`config.mk`:
```
export PLATFORM = sky130hd
export DESIGN_NAME = fxp_mult_arbiter
export DESIGN_NICKNAME = d
export VERILOG_FILES = /design/src/rtl/fxp_mult_arbiter.sv
export SDC_FILE = /design/constraint.sdc
export NUM_CORES = 1
export LEC_CHECK = 0
export CORE_ASPECT_RATIO = 1.2
export CORE_MARGIN = 2
export CORE_UTILIZATION = 40
export CTS_BUF_LIST = sky130_fd_sc_hd__clkbuf_4 sky130_fd_sc_hd__clkbuf_8
export CTS_CLUSTER_SIZE = 14
export DETAILED_ROUTE_END_ITERATION = 10
export GPL_ROUTABILITY_DRIVEN = 0
export PLACE_DENSITY = 0.69
export SLEW_MARGIN = 10
export SYNTH_ARGS = -nofsm -noshare
export SYNTH_HDL_FRONTEND = slang
export SYNTH_SLANG_ARGS = --single-unit
```
`constraint.sdc`:
```
create_clock -name clk -period 17 [get_ports clk]
set_input_delay 4.25 -clock clk [delete_from_list [all_inputs] [get_ports clk]]
set_output_delay 4.25 -clock clk [all_outputs]
set_load 0.02 [all_outputs]
```
`src/rtl/fxp_mult_arbiter.sv`:
```
// Round-robin arbiter in front of one shared pipelined signed fixed-point multiplier.
// Results return LAT enabled edges after transfer, tagged with the requester index.
module fxp_mult_arbiter #(
  parameter int unsigned WIDTH     = 16,
  parameter int unsigned intDigits = 5,
  parameter int unsigned NREQ      = 4,
  parameter int unsigned LAT       = 2
) (
  input  logic                     clk,
  input  logic                     reset,
  input  logic                     clk_en,
  input  logic [NREQ-1:0]          req,
  input  logic [WIDTH-1:0]         op_a [0:NREQ-1],
  input  logic [WIDTH-1:0]         op_b [0:NREQ-1],
  output logic [NREQ-1:0]          gnt,
  output logic [WIDTH-1:0]         result,
  output logic                     result_valid,
  output logic [$clog2(NREQ)-1:0]  result_id,
  output logic                     sat,
  output logic                     idle
);

  localparam int unsigned FRAC = WIDTH - intDigits;
  localparam int unsigned IDW  = $clog2(NREQ);

  logic [IDW-1:0] ptr_q, ptr_d;
  logic [IDW-1:0] gnt_idx;
  logic [IDW-1:0] scan_idx;
  logic           gnt_any;

  logic             s1_vld_q;
  logic [IDW-1:0]   s1_id_q;
  logic [WIDTH-1:0] s1_a_q, s1_b_q;

  logic signed [2*WIDTH-1:0] prod;
  logic signed [2*WIDTH-1:0] shifted;
  logic [WIDTH:0]            hi_bits;
  logic [WIDTH-1:0]          s1_res;
  logic                      s1_sat;
  logic                      pipe_busy;

  // Scan from ptr upward with wrap; first requester found wins.
  always_comb begin
    gnt      = '0;
    gnt_idx  = '0;
    gnt_any  = 1'b0;
    scan_idx = '0;
    if (!reset && clk_en) begin
      for (int unsigned k = 0; k < NREQ; k++) begin
        scan_idx = IDW'((32'(ptr_q) + k) % NREQ);
        if (!gnt_any && req[scan_idx]) begin
          gnt_any = 1'b1;
          gnt_idx = scan_idx;
        end
      end
      if (gnt_any) begin
        gnt[gnt_idx] = 1'b1;
      end
    end
  end

  always_comb begin
    ptr_d = ptr_q;
    if (gnt_any) begin
      ptr_d = (gnt_idx == IDW'(NREQ - 1)) ? '0 : gnt_idx + 1'b1;
    end
  end

  always_ff @(posedge clk) begin
    if (reset) begin
      ptr_q    <= '0;
      s1_vld_q <= 1'b0;
      s1_id_q  <= '0;
      s1_a_q   <= '0;
      s1_b_q   <= '0;
    end else if (clk_en) begin
      ptr_q    <= ptr_d;
      s1_vld_q <= gnt_any;
      if (gnt_any) begin
        s1_id_q <= gnt_idx;
        s1_a_q  <= op_a[gnt_idx];
        s1_b_q  <= op_b[gnt_idx];
      end
    end
  end

  // In range iff the bits from the result sign upward are all equal.
  always_comb begin
    prod    = $signed(s1_a_q) * $signed(s1_b_q);
    shifted = prod >>> FRAC;
    hi_bits = shifted[2*WIDTH-1:WIDTH-1];
    s1_res  = shifted[WIDTH-1:0];
    s1_sat  = 1'b0;
    if (!((&hi_bits) || !(|hi_bits))) begin
      s1_sat = 1'b1;
      s1_res = shifted[2*WIDTH-1] ? {1'b1, {(WIDTH-1){1'b0}}} : {1'b0, {(WIDTH-1){1'b1}}};
    end
  end

  if (LAT == 1) begin : g_direct
    assign result       = s1_res;
    assign sat          = s1_sat;
    assign result_id    = s1_id_q;
    assign result_valid = s1_vld_q;
    assign pipe_busy    = 1'b0;
  end else begin : g_pipe
    logic [WIDTH-1:0] res_q [1:LAT-1];
    logic             sat_q [1:LAT-1];
    logic [IDW-1:0]   id_q  [1:LAT-1];
    logic             vld_q [1:LAT-1];

    always_ff @(posedge clk) begin
      if (reset) begin
        for (int j = 1; j < int'(LAT); j++) begin
          res_q[j] <= '0;
          sat_q[j] <= 1'b0;
          id_q[j]  <= '0;
          vld_q[j] <= 1'b0;
        end
      end else if (clk_en) begin
        res_q[1] <= s1_res;
        sat_q[1] <= s1_sat;
        id_q[1]  <= s1_id_q;
        vld_q[1] <= s1_vld_q;
        for (int j = 2; j < int'(LAT); j++) begin
          res_q[j] <= res_q[j-1];
          sat_q[j] <= sat_q[j-1];
          id_q[j]  <= id_q[j-1];
          vld_q[j] <= vld_q[j-1];
        end
      end
    end

    always_comb begin
      pipe_busy = 1'b0;
      for (int j = 1; j < int'(LAT); j++) begin
        pipe_busy = pipe_busy | vld_q[j];
      end
    end

    assign result       = res_q[LAT-1];
    assign sat          = sat_q[LAT-1];
    assign result_id    = id_q[LAT-1];
    assign result_valid = vld_q[LAT-1];
  end

  assign idle = (req == '0) && !s1_vld_q && !pipe_busy;

  a_gnt_onehot : assert property (@(posedge clk) $onehot0(gnt));
  a_gnt_req    : assert property (@(posedge clk) (gnt & ~req) == '0);

endmodule

```
# == Word-level counts from Yosys, hierarchy flattened ==
# Memory sizes are Yosys's and may differ from the RTL's.
# Cells that the tools add are included.
# classes
n_mux,46
bitwise,5
n_eq_ne,1
multipliers,1
n_reduce_logical,19
addsub,4
order_cmp,7
# op_table
cell,n
$mux 16,7
$bmux 16 s2,2
$mul 16x16->32,1
$mux 1,22
$mux 2,8
$lt 2x3->1 const B,5
$bmux 1 s2,4
$mux 4,2
$logic_and 1x1->1,7
$logic_not 1->1,7
$reduce_and 6->1,1
$reduce_or 6->1,1
$add 2x1->2 const B,2
$add 2x2->2 const B,2
$logic_not 4->1,1
$or 1x1->1,4
$ge 3x3->1 const B,1
$not 2->3,1
$demux 1 s2,1
$eq 2x2->1 const B,1
$ge 2x1->1 const B,1
$reduce_and 2->1,1
$logic_or 1x1->1,1
# word_totals
n_memories,4
in_bits,135
ram_bits,20
out_inout_bits,25
reg_bits,37
# memory_table
name,words,width,rd,rd_ports_with_merged_regs,write_ports,line,text
g_pipe.res_q,1,16,1,0,1,107,logic [WIDTH-1:0] res_q [1:LAT-1];
g_pipe.id_q,1,2,1,0,1,109,logic [IDW-1:0] id_q [1:LAT-1];
g_pipe.sat_q,1,1,1,0,1,108,logic sat_q [1:LAT-1];
g_pipe.vld_q,1,1,1,0,1,110,logic vld_q [1:LAT-1];

# == Depth between registers and ports, before layout ==
# depth
word_depth,22
depth_mapped,26

# == Worst setup path after synthesis ==
# No wires, ideal clock.
# synth_path
path_type,input to output
from,input port req[0]
to,output port gnt[0]
stages,6
required_time_ns,12.750
arrival_ns,5.642
path_slack_ns,7.108
path_buffers,2
path_cell_list,a21oi_1 -> o21a_1 -> o22ai_1 -> buf_1 -> buf_1 -> nor2b_1
# synth_between
elab_chain_cells,22
# synth_rtl
element,line,text
from (decl),12,"input logic [NREQ-1:0] req,"
$bmux 1 s2,51,if (!gnt_any && req[scan_idx]) begin
$mux 1 (not written as such),51,
$mux 1,51,
$mux 1,48,if (!reset && clk_en) begin
$logic_not 1->1,51,
$logic_and 1x1->1,51,
$mux 1,51,
$mux 1,48,
[... 6 more ...],n/a,
$mux 2,51,
$mux 2,48,
$lt 2x3->1 (not written as such) or $ge 2x1->1 (tied branches),57,gnt[gnt_idx] = 1'b1;
$logic_and 1x1->1 (not written as such),57,
$mux 1 (not written as such),57,
$demux 1 s2,57,
$mux 4 (*),56,if (gnt_any) begin
$mux 4 (*),48,
to (decl),15,"output logic [NREQ-1:0] gnt,"
# Every way passes the cells marked *; elsewhere a longest branch is shown, timed or not. The select of a mux whose other input is x is not followed.

# == Worst setup path after layout ==
# layout_path
from,input port reset
to,output port gnt[2]
# layout_between
elab_chain_cells,3
# layout_rtl
element,line,text
from (decl),10,"input logic reset,"
$logic_not 1->1,48,
$logic_and 1x1->1,48,
$mux 4,48,
# Every way passes these cells.

==> impl_metrics.json <==
{
  "synth-compound-area-share_pct": 9.39,
  "finalNonFillerCells": 1979,
  "insertion_delay_ns": 0.38,
  "finalCritPeriodShare_pct": 72.5,
  "timing.fmax_mhz": 81.1,
  "synth_top_family_by_area": "adder cells",
  "fin_nets": 2041,
  "drv_cap": 0,
  "drtPass1Iterations": 5,
  "clock_skew_ns": 0.0250,
  "worst-r2r-cell-count": 19,
  "worstMarginPinSlew_ns": 1.07,
  "synth_fp_nets": 1936,
  "grt_use_total_pct": 22.4,
  "ys_seq_area_share_pct": 10.2,
  "cp_data_arrival_time_ns": 8.08,
  "die_h_um": 202,
  "path_clk_slew_ns": 0.08,
  "synth_edf_count": 20,
  "layout_common_cells": "inv_1, fa_1, nand2_1, clkdlybuf4s50_1, and2_1",
  "final_common_cell": "inv_1",
  "seqCellArea_um2": 1340,
  "multi_input_area_um2": 10400,
  "crit_path_end_kind": "output port",
  "cts_max_path_buffers": 2,
  "cts_tree": "yes",
  "netlist_area_um2": 13100,
  "start_util_pct": 40.7,
  "antenna_found_initial": 0,
  "cts_buffers": 9,
  "setup-tns-final_ns": 0,
  "cp_max_fo": 68,
  "finalPower_mw": 1.22,
  "syn_area_per_cell_um2": 8.98,
  "hold_depth": 2,
  "synth.area.mux_share_pct": 2.94,
  "ys.flop_type": "dfxtp_1",
  "hold_buffers": 0,
  "placedCellCount": 1962,
  "ant_nets": 0,
  "via_per_inst": 5.24,
  "hp-class": "flip-flop to flip-flop",
  "grt_overflow_total": 0,
  "dieArea_um2": 34300,
  "ys_warn_count": 0,
  "crit_type": "input pin to output port",
  "placementRows": 72,
  "root_buffer": "clkbuf_8",
  "synthSimpleGateAreaFrac_pct": 17.7,
  "drt_iter0_markers": 716,
  "p_leak_nw": 7.13,
  "die_w_um": 169,
  "min_period_ns": 12.33,
  "drt-total-wl_um": 35900,
  "htree_levels": 3,
  "maxSlewHeadroom_pct": 28.8,
  "portBuffers": 159,
  "maxSlewViolCount": 0,
  "outcome": "completed",
  "cp.required_ns": 12.75,
  "ys_ff_latch": 57,
  "cts_setup_buffers": 0,
  "startpoint_type": "input pin",
  "fillers": 3084,
  "powerDensity_nw_per_um2": 80.2,
  "hold_violations": 0,
  "grt_pass1_vias": 11500,
  "pre_cts_slack_ns": 4.72,
  "cts_resized": 0,
  "grt_max_degree": 69,
  "coreArea_um2": 32300,
  "async_flop_share_pct": 0,
  "synthAdderAreaFrac_pct": 47.4,
  "synth.distinct_cells": 67,
  "setup_viol_count_final": 0,
  "hpwl_um": 28800,
  "setup_slack_ns": 4.67,
  "wl_per_cell_um": 18.1,
  "ios": 160,
  "clkSinkCount": 57,
  "rsz0062_at_grt": "no",
  "drive_above_1_share_pct": 5.67,
  "vias": 10400,
  "grt_pass1_wl_um": 59300,
  "synthesis.instances": 1461,
  "route.detailed.drc": 0,
  "synth-xor-area-share_pct": 1.86,
  "areaGrowthSynthToFinish_pct": 15.8,
  "ir_drop_mv": 0.0823
}
## worst max-delay path: stages
cell             delay [ns]
clkdlybuf4s50_1        0.95
nor2b_1                0.76
nand2_2                0.73
or2_2                  0.57
nor2_1                 0.17
clkdlybuf4s50_1        0.64
## final timing paths
path | startpoint | end | slack [ns]
setup / recovery | reset | gnt[2] | 4.67
hold / removal | s1_id_q[0] | s1_id_q[0] | 0.44
setup reg to reg | s1_b_q[1] | g_pipe.res_q[1][3] | 8.68
hold reg to reg | s1_id_q[0] | s1_id_q[0] | 0.44
## stage by stage
stage	area [um^2]	hold WS (ns)	util, %
after floorplan	13100	0.415	-
after global placement	15000	0.432	46.5
after detailed placement	15000	0.437	46.5
after CTS	15200	0.449	47.1
after global routing	15200	0.461	47.1
final	15200	0.445	47.1
## area by class of cell
| class | count | share of cell area [%] |
|---|---|---|
| multi-input cells | 1042 | 68.6 |
| clock inverters | 7 | 0.502 |
| inverters | 292 | 7.21 |
| well taps | 407 | 3.35 |
| clock buffers | 9 | 0.815 |
| repair buffers | 164 | 10.7 |
| flip-flops and latches | 57 | 8.83 |
| diodes | 1 | 0.0165 |
## where the power goes
part | total, mW | internal, mW | switching [mW]
registers | 0.226 | 0.176 | 0.0503
logic | 0.853 | 0.341 | 0.512
clock network | 0.140 | 0.0691 | 0.0705
total | 1.22 | 0.586 | 0.633
## cells by family after synthesis
logic type / Yosys count
xor gates and xnor gates: 27
and+or+nand+nor: 460
buffers and inverters: 362
DFF: 57
muxes: 34
adders and majority gates: 340
AOI/OAI and AO/OA: 181
## synth_stat cells (31+ instances only)
| cell type | instances | area [um^2] |
|---|---|---|
| o21ai_0 | 77 | 385 |
| a21oi_1 | 31 | 155 |
| dfxtp_1 | 37 | 741 |
| and2_1 | 125 | 782 |
| mux2_2 | 32 | 360 |
| nand3b_1 | 32 | 240 |
| clkbuf_1 | 62 | 233 |
| nand3_1 | 36 | 180 |
| fa_1 | 261 | 5230 |
| nand2_1 | 202 | 758 |
| inv_1 | 292 | 1100 |
| ha_1 | 79 | 988 |
## sequential cells by signal (all words and copies together), names as in the netlist
register	count
s1_id_q	2
g_pipe.res_q	16
s1_a_q	16
s1_vld_q	1
g_pipe.sat_q	1
s1_b_q	16
g_pipe.vld_q	1
g_pipe.id_q	2
ptr_q	2
## layer usage
layer	up-vias	part of all wire [%]	GRT usage, %
li1	4741	-	-
met3	96	5.4	3.29
met1	5203	39	27.1
met2	331	51	38.9
met4	0	5.2	11.2
met5	-	0	0
Note: power is estimated with default switching activity, not from simulation.
